<file path="config.mk">
export PLATFORM = sky130hd
export DESIGN_NAME = se_sram_arbiter_2port_flat
export DESIGN_NICKNAME = d
export VERILOG_FILES = /design/src/rtl/se_sram_arbiter_pkg.sv /design/src/rtl/se_sram_arbiter_2port_if.sv /design/src/rtl/se_rr_arbiter_2.sv /design/src/rtl/se_sram_arbiter_2port.sv /design/src/flat_wrapper.sv
export SDC_FILE = /design/constraint.sdc
export NUM_CORES = 1
export LEC_CHECK = 0
export ABC_AREA = 1
export BUFFER_PORTS_ARGS = -buffer_cell sky130_fd_sc_hd__buf_2
export CAP_MARGIN = 0
export CORE_MARGIN = 5
export CORE_UTILIZATION = 30
export DETAILED_ROUTE_END_ITERATION = 6
export PLACE_DENSITY_LB_ADDON = 0.2
export SLEW_MARGIN = 10
export SYNTH_ARGS = -nofsm -noshare
export SYNTH_HDL_FRONTEND = slang
export SYNTH_HIERARCHICAL = 1
export SYNTH_SLANG_ARGS = --single-unit
</file>
<file path="constraint.sdc">
create_clock -name clk -period 1.4 [get_ports clk]
set_input_delay 0.21 -clock clk [delete_from_list [all_inputs] [get_ports clk]]
set_output_delay 0.21 -clock clk [all_outputs]
set_load 0.005 [all_outputs]
</file>
<file path="src/rtl/se_sram_arbiter_pkg.sv">
// Shared types for the two-client SRAM arbiter: client ids and the
// in-flight read record.
package se_sram_arbiter_pkg;

  typedef enum logic {
    SE_CLIENT_A = 1'b0,
    SE_CLIENT_B = 1'b1
  } se_client_e;

  typedef struct packed {
    logic       valid;
    se_client_e client;
  } pending_t;

endpackage

</file>
<file path="src/rtl/se_sram_arbiter_2port_if.sv">
// Client handshakes plus SRAM-side bus for se_sram_arbiter_2port.
// slave = arbiter side, master = clients/SRAM environment side.
interface se_sram_arbiter_2port_if #(
  parameter int address_width = 16,
  parameter int data_width    = 32
);
  logic                     a_req_valid;
  logic                     a_req_read_not_write;
  logic [address_width-1:0] a_req_address;
  logic [data_width-1:0]    a_req_write_data;
  logic                     a_req_ack;
  logic                     a_rsp_valid;
  logic [data_width-1:0]    a_rsp_data;

  logic                     b_req_valid;
  logic                     b_req_read_not_write;
  logic [address_width-1:0] b_req_address;
  logic [data_width-1:0]    b_req_write_data;
  logic                     b_req_ack;
  logic                     b_rsp_valid;
  logic [data_width-1:0]    b_rsp_data;

  logic                     sram_select;
  logic                     sram_read_not_write;
  logic                     sram_write_enable;
  logic [address_width-1:0] sram_address;
  logic [data_width-1:0]    sram_write_data;
  logic [data_width-1:0]    sram_data_out;

  modport slave (
    input  a_req_valid, a_req_read_not_write, a_req_address, a_req_write_data,
    output a_req_ack, a_rsp_valid, a_rsp_data,
    input  b_req_valid, b_req_read_not_write, b_req_address, b_req_write_data,
    output b_req_ack, b_rsp_valid, b_rsp_data,
    output sram_select, sram_read_not_write, sram_write_enable,
    output sram_address, sram_write_data,
    input  sram_data_out
  );

  modport master (
    output a_req_valid, a_req_read_not_write, a_req_address, a_req_write_data,
    input  a_req_ack, a_rsp_valid, a_rsp_data,
    output b_req_valid, b_req_read_not_write, b_req_address, b_req_write_data,
    input  b_req_ack, b_rsp_valid, b_rsp_data,
    input  sram_select, sram_read_not_write, sram_write_enable,
    input  sram_address, sram_write_data,
    output sram_data_out
  );
endinterface

</file>
<file path="src/rtl/se_rr_arbiter_2.sv">
// Two-way round-robin arbiter: combinational one-hot grant, last_grant
// register remembers who won so the other client wins the next conflict.
module se_rr_arbiter_2
  import se_sram_arbiter_pkg::*;
(
  input  logic clk,
  input  logic clk__enable,
  input  logic reset_n,
  input  logic req_a,
  input  logic req_b,
  output logic gnt_a,
  output logic gnt_b
);

  se_client_e last_grant_q, last_grant_d;

  always_comb begin
    gnt_a        = 1'b0;
    gnt_b        = 1'b0;
    last_grant_d = last_grant_q;
    // Grants are suppressed while disabled so no ack is seen on a held edge.
    if (clk__enable) begin
      gnt_a = req_a & (~req_b | (last_grant_q == SE_CLIENT_B));
      gnt_b = req_b & (~req_a | (last_grant_q == SE_CLIENT_A));
    end
    if (gnt_a)      last_grant_d = SE_CLIENT_A;
    else if (gnt_b) last_grant_d = SE_CLIENT_B;
  end

  always_ff @(posedge clk or negedge reset_n) begin
    if (!reset_n)         last_grant_q <= SE_CLIENT_B;
    else if (clk__enable) last_grant_q <= last_grant_d;
  end

endmodule

</file>
<file path="src/rtl/se_sram_arbiter_2port.sv">
// Two-client round-robin front end for a single-port SRAM with one-cycle
// registered read data; routes read returns back as a registered pulse.
module se_sram_arbiter_2port
  import se_sram_arbiter_pkg::*;
#(
  parameter int address_width = 16,
  parameter int data_width    = 32
) (
  input  logic clk,
  input  logic clk__enable,
  input  logic reset_n,
  se_sram_arbiter_2port_if.slave bus
);

  logic gnt_a, gnt_b, gnt_any, gnt_rnw;

  pending_t              pending_q, pending_d;
  logic                  a_rsp_valid_q, a_rsp_valid_d;
  logic                  b_rsp_valid_q, b_rsp_valid_d;
  logic [data_width-1:0] a_rsp_data_q, a_rsp_data_d;
  logic [data_width-1:0] b_rsp_data_q, b_rsp_data_d;

  se_rr_arbiter_2 u_arb (
    .clk        (clk),
    .clk__enable(clk__enable),
    .reset_n    (reset_n),
    .req_a      (bus.a_req_valid),
    .req_b      (bus.b_req_valid),
    .gnt_a      (gnt_a),
    .gnt_b      (gnt_b)
  );

  always_comb begin
    gnt_any = gnt_a | gnt_b;
    gnt_rnw = gnt_b ? bus.b_req_read_not_write : bus.a_req_read_not_write;

    bus.a_req_ack           = gnt_a;
    bus.b_req_ack           = gnt_b;
    bus.sram_select         = gnt_any;
    bus.sram_read_not_write = gnt_any & gnt_rnw;
    bus.sram_write_enable   = gnt_any & ~gnt_rnw;
    bus.sram_address        = '0;
    bus.sram_write_data     = '0;
    if (gnt_a) begin
      bus.sram_address    = bus.a_req_address;
      bus.sram_write_data = bus.a_req_write_data;
    end else if (gnt_b) begin
      bus.sram_address    = bus.b_req_address;
      bus.sram_write_data = bus.b_req_write_data;
    end
  end

  // The read granted now has its SRAM data on the next edge; pending tracks
  // whose it is so that edge can steer it into the right response register.
  always_comb begin
    pending_d.valid  = gnt_any & gnt_rnw;
    pending_d.client = gnt_b ? SE_CLIENT_B : SE_CLIENT_A;

    a_rsp_valid_d = pending_q.valid & (pending_q.client == SE_CLIENT_A);
    b_rsp_valid_d = pending_q.valid & (pending_q.client == SE_CLIENT_B);
    a_rsp_data_d  = a_rsp_valid_d ? bus.sram_data_out : a_rsp_data_q;
    b_rsp_data_d  = b_rsp_valid_d ? bus.sram_data_out : b_rsp_data_q;
  end

  always_ff @(posedge clk or negedge reset_n) begin
    if (!reset_n) begin
      pending_q     <= '{valid: 1'b0, client: SE_CLIENT_A};
      a_rsp_valid_q <= 1'b0;
      b_rsp_valid_q <= 1'b0;
      a_rsp_data_q  <= '0;
      b_rsp_data_q  <= '0;
    end else if (clk__enable) begin
      pending_q     <= pending_d;
      a_rsp_valid_q <= a_rsp_valid_d;
      b_rsp_valid_q <= b_rsp_valid_d;
      a_rsp_data_q  <= a_rsp_data_d;
      b_rsp_data_q  <= b_rsp_data_d;
    end
  end

  assign bus.a_rsp_valid = a_rsp_valid_q;
  assign bus.b_rsp_valid = b_rsp_valid_q;
  assign bus.a_rsp_data  = a_rsp_data_q;
  assign bus.b_rsp_data  = b_rsp_data_q;

endmodule

</file>
<file path="src/flat_wrapper.sv">
// flat-port wrapper written by rule: the top's interface ports become plain ports
module se_sram_arbiter_2port_flat import se_sram_arbiter_pkg::*;
#(
  parameter int address_width = 16,
  parameter int data_width    = 32
)
  (clk, clk__enable, reset_n, bus_a_req_valid, bus_a_req_read_not_write, bus_a_req_address, bus_a_req_write_data, bus_a_req_ack, bus_a_rsp_valid, bus_a_rsp_data, bus_b_req_valid, bus_b_req_read_not_write, bus_b_req_address, bus_b_req_write_data, bus_b_req_ack, bus_b_rsp_valid, bus_b_rsp_data, bus_sram_select, bus_sram_read_not_write, bus_sram_write_enable, bus_sram_address, bus_sram_write_data, bus_sram_data_out);
  se_sram_arbiter_2port_if #(.address_width(address_width), .data_width(data_width)) bus_i ();
  input  logic clk;
  input  logic clk__enable;
  input  logic reset_n;
  input wire logic [$bits(bus_i.a_req_valid)-1:0] bus_a_req_valid;
  input wire logic [$bits(bus_i.a_req_read_not_write)-1:0] bus_a_req_read_not_write;
  input wire logic [$bits(bus_i.a_req_address)-1:0] bus_a_req_address;
  input wire logic [$bits(bus_i.a_req_write_data)-1:0] bus_a_req_write_data;
  output wire logic [$bits(bus_i.a_req_ack)-1:0] bus_a_req_ack;
  output wire logic [$bits(bus_i.a_rsp_valid)-1:0] bus_a_rsp_valid;
  output wire logic [$bits(bus_i.a_rsp_data)-1:0] bus_a_rsp_data;
  input wire logic [$bits(bus_i.b_req_valid)-1:0] bus_b_req_valid;
  input wire logic [$bits(bus_i.b_req_read_not_write)-1:0] bus_b_req_read_not_write;
  input wire logic [$bits(bus_i.b_req_address)-1:0] bus_b_req_address;
  input wire logic [$bits(bus_i.b_req_write_data)-1:0] bus_b_req_write_data;
  output wire logic [$bits(bus_i.b_req_ack)-1:0] bus_b_req_ack;
  output wire logic [$bits(bus_i.b_rsp_valid)-1:0] bus_b_rsp_valid;
  output wire logic [$bits(bus_i.b_rsp_data)-1:0] bus_b_rsp_data;
  output wire logic [$bits(bus_i.sram_select)-1:0] bus_sram_select;
  output wire logic [$bits(bus_i.sram_read_not_write)-1:0] bus_sram_read_not_write;
  output wire logic [$bits(bus_i.sram_write_enable)-1:0] bus_sram_write_enable;
  output wire logic [$bits(bus_i.sram_address)-1:0] bus_sram_address;
  output wire logic [$bits(bus_i.sram_write_data)-1:0] bus_sram_write_data;
  input wire logic [$bits(bus_i.sram_data_out)-1:0] bus_sram_data_out;
  assign bus_i.a_req_valid = bus_a_req_valid;
  assign bus_i.a_req_read_not_write = bus_a_req_read_not_write;
  assign bus_i.a_req_address = bus_a_req_address;
  assign bus_i.a_req_write_data = bus_a_req_write_data;
  assign bus_a_req_ack = bus_i.a_req_ack;
  assign bus_a_rsp_valid = bus_i.a_rsp_valid;
  assign bus_a_rsp_data = bus_i.a_rsp_data;
  assign bus_i.b_req_valid = bus_b_req_valid;
  assign bus_i.b_req_read_not_write = bus_b_req_read_not_write;
  assign bus_i.b_req_address = bus_b_req_address;
  assign bus_i.b_req_write_data = bus_b_req_write_data;
  assign bus_b_req_ack = bus_i.b_req_ack;
  assign bus_b_rsp_valid = bus_i.b_rsp_valid;
  assign bus_b_rsp_data = bus_i.b_rsp_data;
  assign bus_sram_select = bus_i.sram_select;
  assign bus_sram_read_not_write = bus_i.sram_read_not_write;
  assign bus_sram_write_enable = bus_i.sram_write_enable;
  assign bus_sram_address = bus_i.sram_address;
  assign bus_sram_write_data = bus_i.sram_write_data;
  assign bus_i.sram_data_out = bus_sram_data_out;
  se_sram_arbiter_2port #(.address_width(address_width), .data_width(data_width)) u_core (.clk(clk), .clk__enable(clk__enable), .reset_n(reset_n), .bus(bus_i));
endmodule
</file>
# Word-level counts from Yosys, hierarchy flattened
# Index checks and enable logic that the tools add are counted.
# totals
input_bits	135
reg_bits	69
output_inout_bits	119
elab_cells	35
# op_classes
bitwise_logic	14
n_reduce_logical	4
n_mux	10
# op_table
operator	count
two-way mux 32 bit	2
two-way mux 16 bit	2
AND 1 bit	6
two-way mux 1 bit	6
AND reduction 2 bit	3
NOT 1 bit	5
OR 1 bit	3
nonzero test 2 bit	1

# Logic depth before layout (Yosys ltp)
# depth
ltp_word	7
ltp_mapped	10
depth_no_buf	9

# Modules after synthesis
# The synthesis kept the hierarchy.
# by_module_without_submodules
module	cells_per_inst	area_each_um2	n_inst
se_sram_arbiter_2port	423	3467.1	1
se_rr_arbiter_2	11	65.1	1

# Least setup slack after synthesis
# No wires, ideal clock.
# synth_timing
path_kind	reg-to-output
from	register u_core.u_arb.last_grant_q
to	output port bus_sram_write_data[10]
path_stages_with_launch	7
path_buffers	2
slack_ps	-213
required_time_ps	1190
arrival_time_ps	1403
cell_sequence	dfstp_2 inv_1 a21oi_1 buf_2 buf_2 nand2_1 nand2_1
# synth_rtl
element	line_no	text
start: declaration	se_rr_arbiter_2.sv:15	se_client_e last_grant_q, last_grant_d;
start signal: assignment	se_rr_arbiter_2.sv:32	else if (clk__enable) last_grant_q <= last_grant_d;
OR 1 bit	se_rr_arbiter_2.sv:23	gnt_a = req_a & (~req_b | (last_grant_q == SE_CLIENT_B));
AND 1 bit	se_rr_arbiter_2.sv:23	
two-way mux 1 bit	se_rr_arbiter_2.sv:22	if (clk__enable) begin
via bus_a_req_ack	flat_wrapper.sv:16	output wire logic [$bits(bus_i.a_req_ack)-1:0] bus_a_req_ack;
two-way mux 32 bit	se_sram_arbiter_2port.sv:44	if (gnt_a) begin
end: declaration	flat_wrapper.sv:30	output wire logic [$bits(bus_i.sram_write_data)-1:0] bus_sram_write_data;
# The timed path passes the listed nets, and every way through them passes these cells.

# Worst setup path in the final report
# layout_timing
from	register u_core.u_arb.last_grant_q
to	output port bus_sram_write_data[11]
# layout_via
elab_chain_len	6
# layout_rtl
element	line_no	text
NOT 1 bit	se_rr_arbiter_2.sv:24	gnt_b = req_b & (~req_a | (last_grant_q == SE_CLIENT_A));
OR 1 bit	se_rr_arbiter_2.sv:24	
AND 1 bit	se_rr_arbiter_2.sv:24	
two-way mux 1 bit	se_rr_arbiter_2.sv:22	
two-way mux 32 bit	se_sram_arbiter_2port.sv:47	end else if (gnt_b) begin
two-way mux 32 bit (*)	se_sram_arbiter_2port.sv:44	
# Mark *: on every way between the ends. The rest lies on a longest branch, timed or not.

==> results.toml <==
[run_status]
status = "finished, violations left"
violations = "setup timing"

[timing]
holdWs_ps = 150.0
slew-limit-headroom_pct = 75.57
tns_ps = -24080
period_minus_slack_ps = 1885
setup_viol = 54
finalHoldViolations = 0
rsz0062_at_grt = "true"
fin_ws_ps = -485.0
fin_skew_ps = 4.162
max_clock_freq_mhz = 530.5
maxSlewViolCount = 0
tightest_slew_ps = 366.4
post-route-period-util_pct = 134.6

[clocking]
htreeDepth = 3
path_clk_slew_ps = 60
clock_latency_ps = 320
numCtsBuffers = 9
cts_root_buffer = "clkbuf_16"
clockBufferDepth = 2
cts_sinks = 69
cts_tree = "yes"

[global_routing]
grtUsageTotal_pct = 18.45
grt_pass1_wl_um = 21020
antenna_found_initial = 1
grt_overflow_total = 0
grt_pass1_vias = 4063
grt_max_degree = 70

[yosys]
yosysSeqAreaShare_pct = 48.92
syn_avg_cell_area_um2 = 8.139
ys_types = 16
ys_seq_elements = 69
syn_area_um2 = 3532
synth_fp_nets = 569
netlist_instances = 434
yosys_warnings = 6

[layout]
mostFrequentLayoutCells = "buf_2, nand2_1, dfrtp_1"
diodes = 0
nets = 843
final_common_cell = "buf_2"
drive_above_1_share_pct = 57.08
fill_cells = 1090
postLayoutCellArea_um2 = 5989
area_growth_pct = 69.57

[floorplanning]
start_util_pct = 30.80
io_pins = 254
die_height_um = 118.5
rows = 39
coreArea_um2 = 11470
fp.dieW_um = 118.5
die_area_um2 = 14040

[drt]
num_vias = 3950
vias_per_cell = 4.614
dr.first_iter.drc_count = 212
wl_um = 14200
wl_per_cell_um = 16.59
drc = 0
drtPass1Iterations = 4
antenna_left = 0

[power]
p_leak_nw = 3.482
vdd_drop_max_v = 0.0009093
powerDensity_nw_per_um2 = 1302
finalPower_mw = 7.797

[critical_path]
cp_max_fo = 11
arrival_ps = 1680
rrSetupSlack_ps = -70
path_class = "flop to output pin"
startpoint_type = "flop"
crit_required_ps = 1190
crit_path_end_kind = "output pin"

[flow_run]
cap_violations = 0

[placement]
portBuffers = 253
place_area_um2 = 5009
dpl_worst_slack_ps = -180.4
place.gp.congestion = 0.8686
hpwlAfterDp_um = 10240

[hold_path]
hold_path_class = "input pin to flop"
==> path summary, 6_finish.rpt <==
| check | startpoint | end | cells after the start |
|---|---|---|---|
| max | u_core/u_arb/last_grant_q$_DFFE_PN1P_ | bus_sram_write_data[11] | 8 |
| min | bus_sram_data_out[27] | u_core/bus.a_rsp_data[27]$_DFFE_PN0P_ | 3 |
| max reg2reg | u_core/u_arb/last_grant_q$_DFFE_PN1P_ | u_core/pending_q[1]$_DFFE_PN0P_ | 10 |
| min reg2reg | u_core/bus.b_rsp_data[4]$_DFFE_PN0P_ | u_core/bus.b_rsp_data[4]$_DFFE_PN0P_ | 2 |
| max in group asynchronous | reset_n | u_core/u_arb/last_grant_q$_DFFE_PN1P_ | 3 |
| min in group asynchronous | reset_n | u_core/bus.b_rsp_data[0]$_DFFE_PN0P_ | 3 |
==> layout make-up <==
type	count	area, µm²	share of cell area, %
timing repair buffer	292	1946	32.48
sequential	69	1728	28.85
multi-input combinational	296	1654	27.62
clock buffer	13	270.3	4.512
tap	143	178.9	2.987
inverter	39	163.9	2.737
clock inverter	3	42.54	0.7103
timing repair inverter	1	6.256	0.1044
==> critical path, stage by stage (launching register included) <==
cell	delay, ps
dfstp_2	540
inv_2	50
a21oi_4	150
buf_6	140
inv_8	60
buf_16	160
nand3_2	60
nand2_1	60
buf_2	140
==> where the power goes <==
group | switching, mW | internal [mW] | leakage [nW] | total [mW]
Combinational | 1.23 | 1.28 | 2.45 | 2.52
Sequential | 0.329 | 2.62 | 0.885 | 2.95
Clock | 0.809 | 1.52 | 0.152 | 2.33
Total | 2.37 | 5.43 | 3.48 | 7.80
==> timing repair <==
| item | in CTS | in global routing |
|---|---|---|
| endpoints found under the hold margin | 68 | 0 |
| setup buffers | 6 | 2 |
| pin swaps | 9 | 5 |
| endpoints found under the setup margin | 54 | 54 |
| gates cloned | 5 | 7 |
| hold buffers | 1 | 0 |
| gates resized for setup | 75 | 14 |
==> logic make-up (layout without fill, tap and decap cells) <==
| group | count (synthesis) | in the layout | synth area share [%] |
|---|---|---|---|
| flops | 69 | 69 | 48.92 |
| simple gates | 229 | 229 | 26.50 |
| buf+inv | 69 | 348 | 10.20 |
| compound gates | 67 | 67 | 14.38 |
==> cells in the mapped netlist <==
cell type    n  area, µm²
dfrtp_1     68       1702
a21oi_1      2      10.01
buf_2        7      35.03
nand3_2      2      20.02
dfstp_2      1      26.28
inv_2        1      3.750
nand2_1    177      664.4
o21ai_0      1      5.000
buf_6       12      135.1
o21ai_2     46      402.9
and2_1       1      6.260
clkbuf_2     2      10.01
nand3_1     49      245.2
inv_1       38      142.6
o21ai_1     18      90.09
clkbuf_1     9      33.78
==> sequential cells by signal (all words and copies together) (netlist names) <==
register	cells
u_core/bus.a_rsp_data	32
u_core/bus.a_rsp_valid	1
u_core/bus.b_rsp_data	32
u_core/bus.b_rsp_valid	1
u_core/pending_q	2
u_core/u_arb/last_grant_q	1
==> routing by layer <==
metal  vias up  track usage (%)  routed length, µm
li1       1920                -                  -
met1      1808            20.01               5003
met2       185            33.16               7382
met3        35            5.158               1178
met4         2            8.646                626
met5         -                0                  7
==> metrics by stage <==
stage,util (%),cells
floorplan,-,434
global placement,43.68,819
detailed placement,43.68,819
CTS,50.55,847
global route,52.23,856
finish,52.23,856
(Power assumes the default switching activity.)
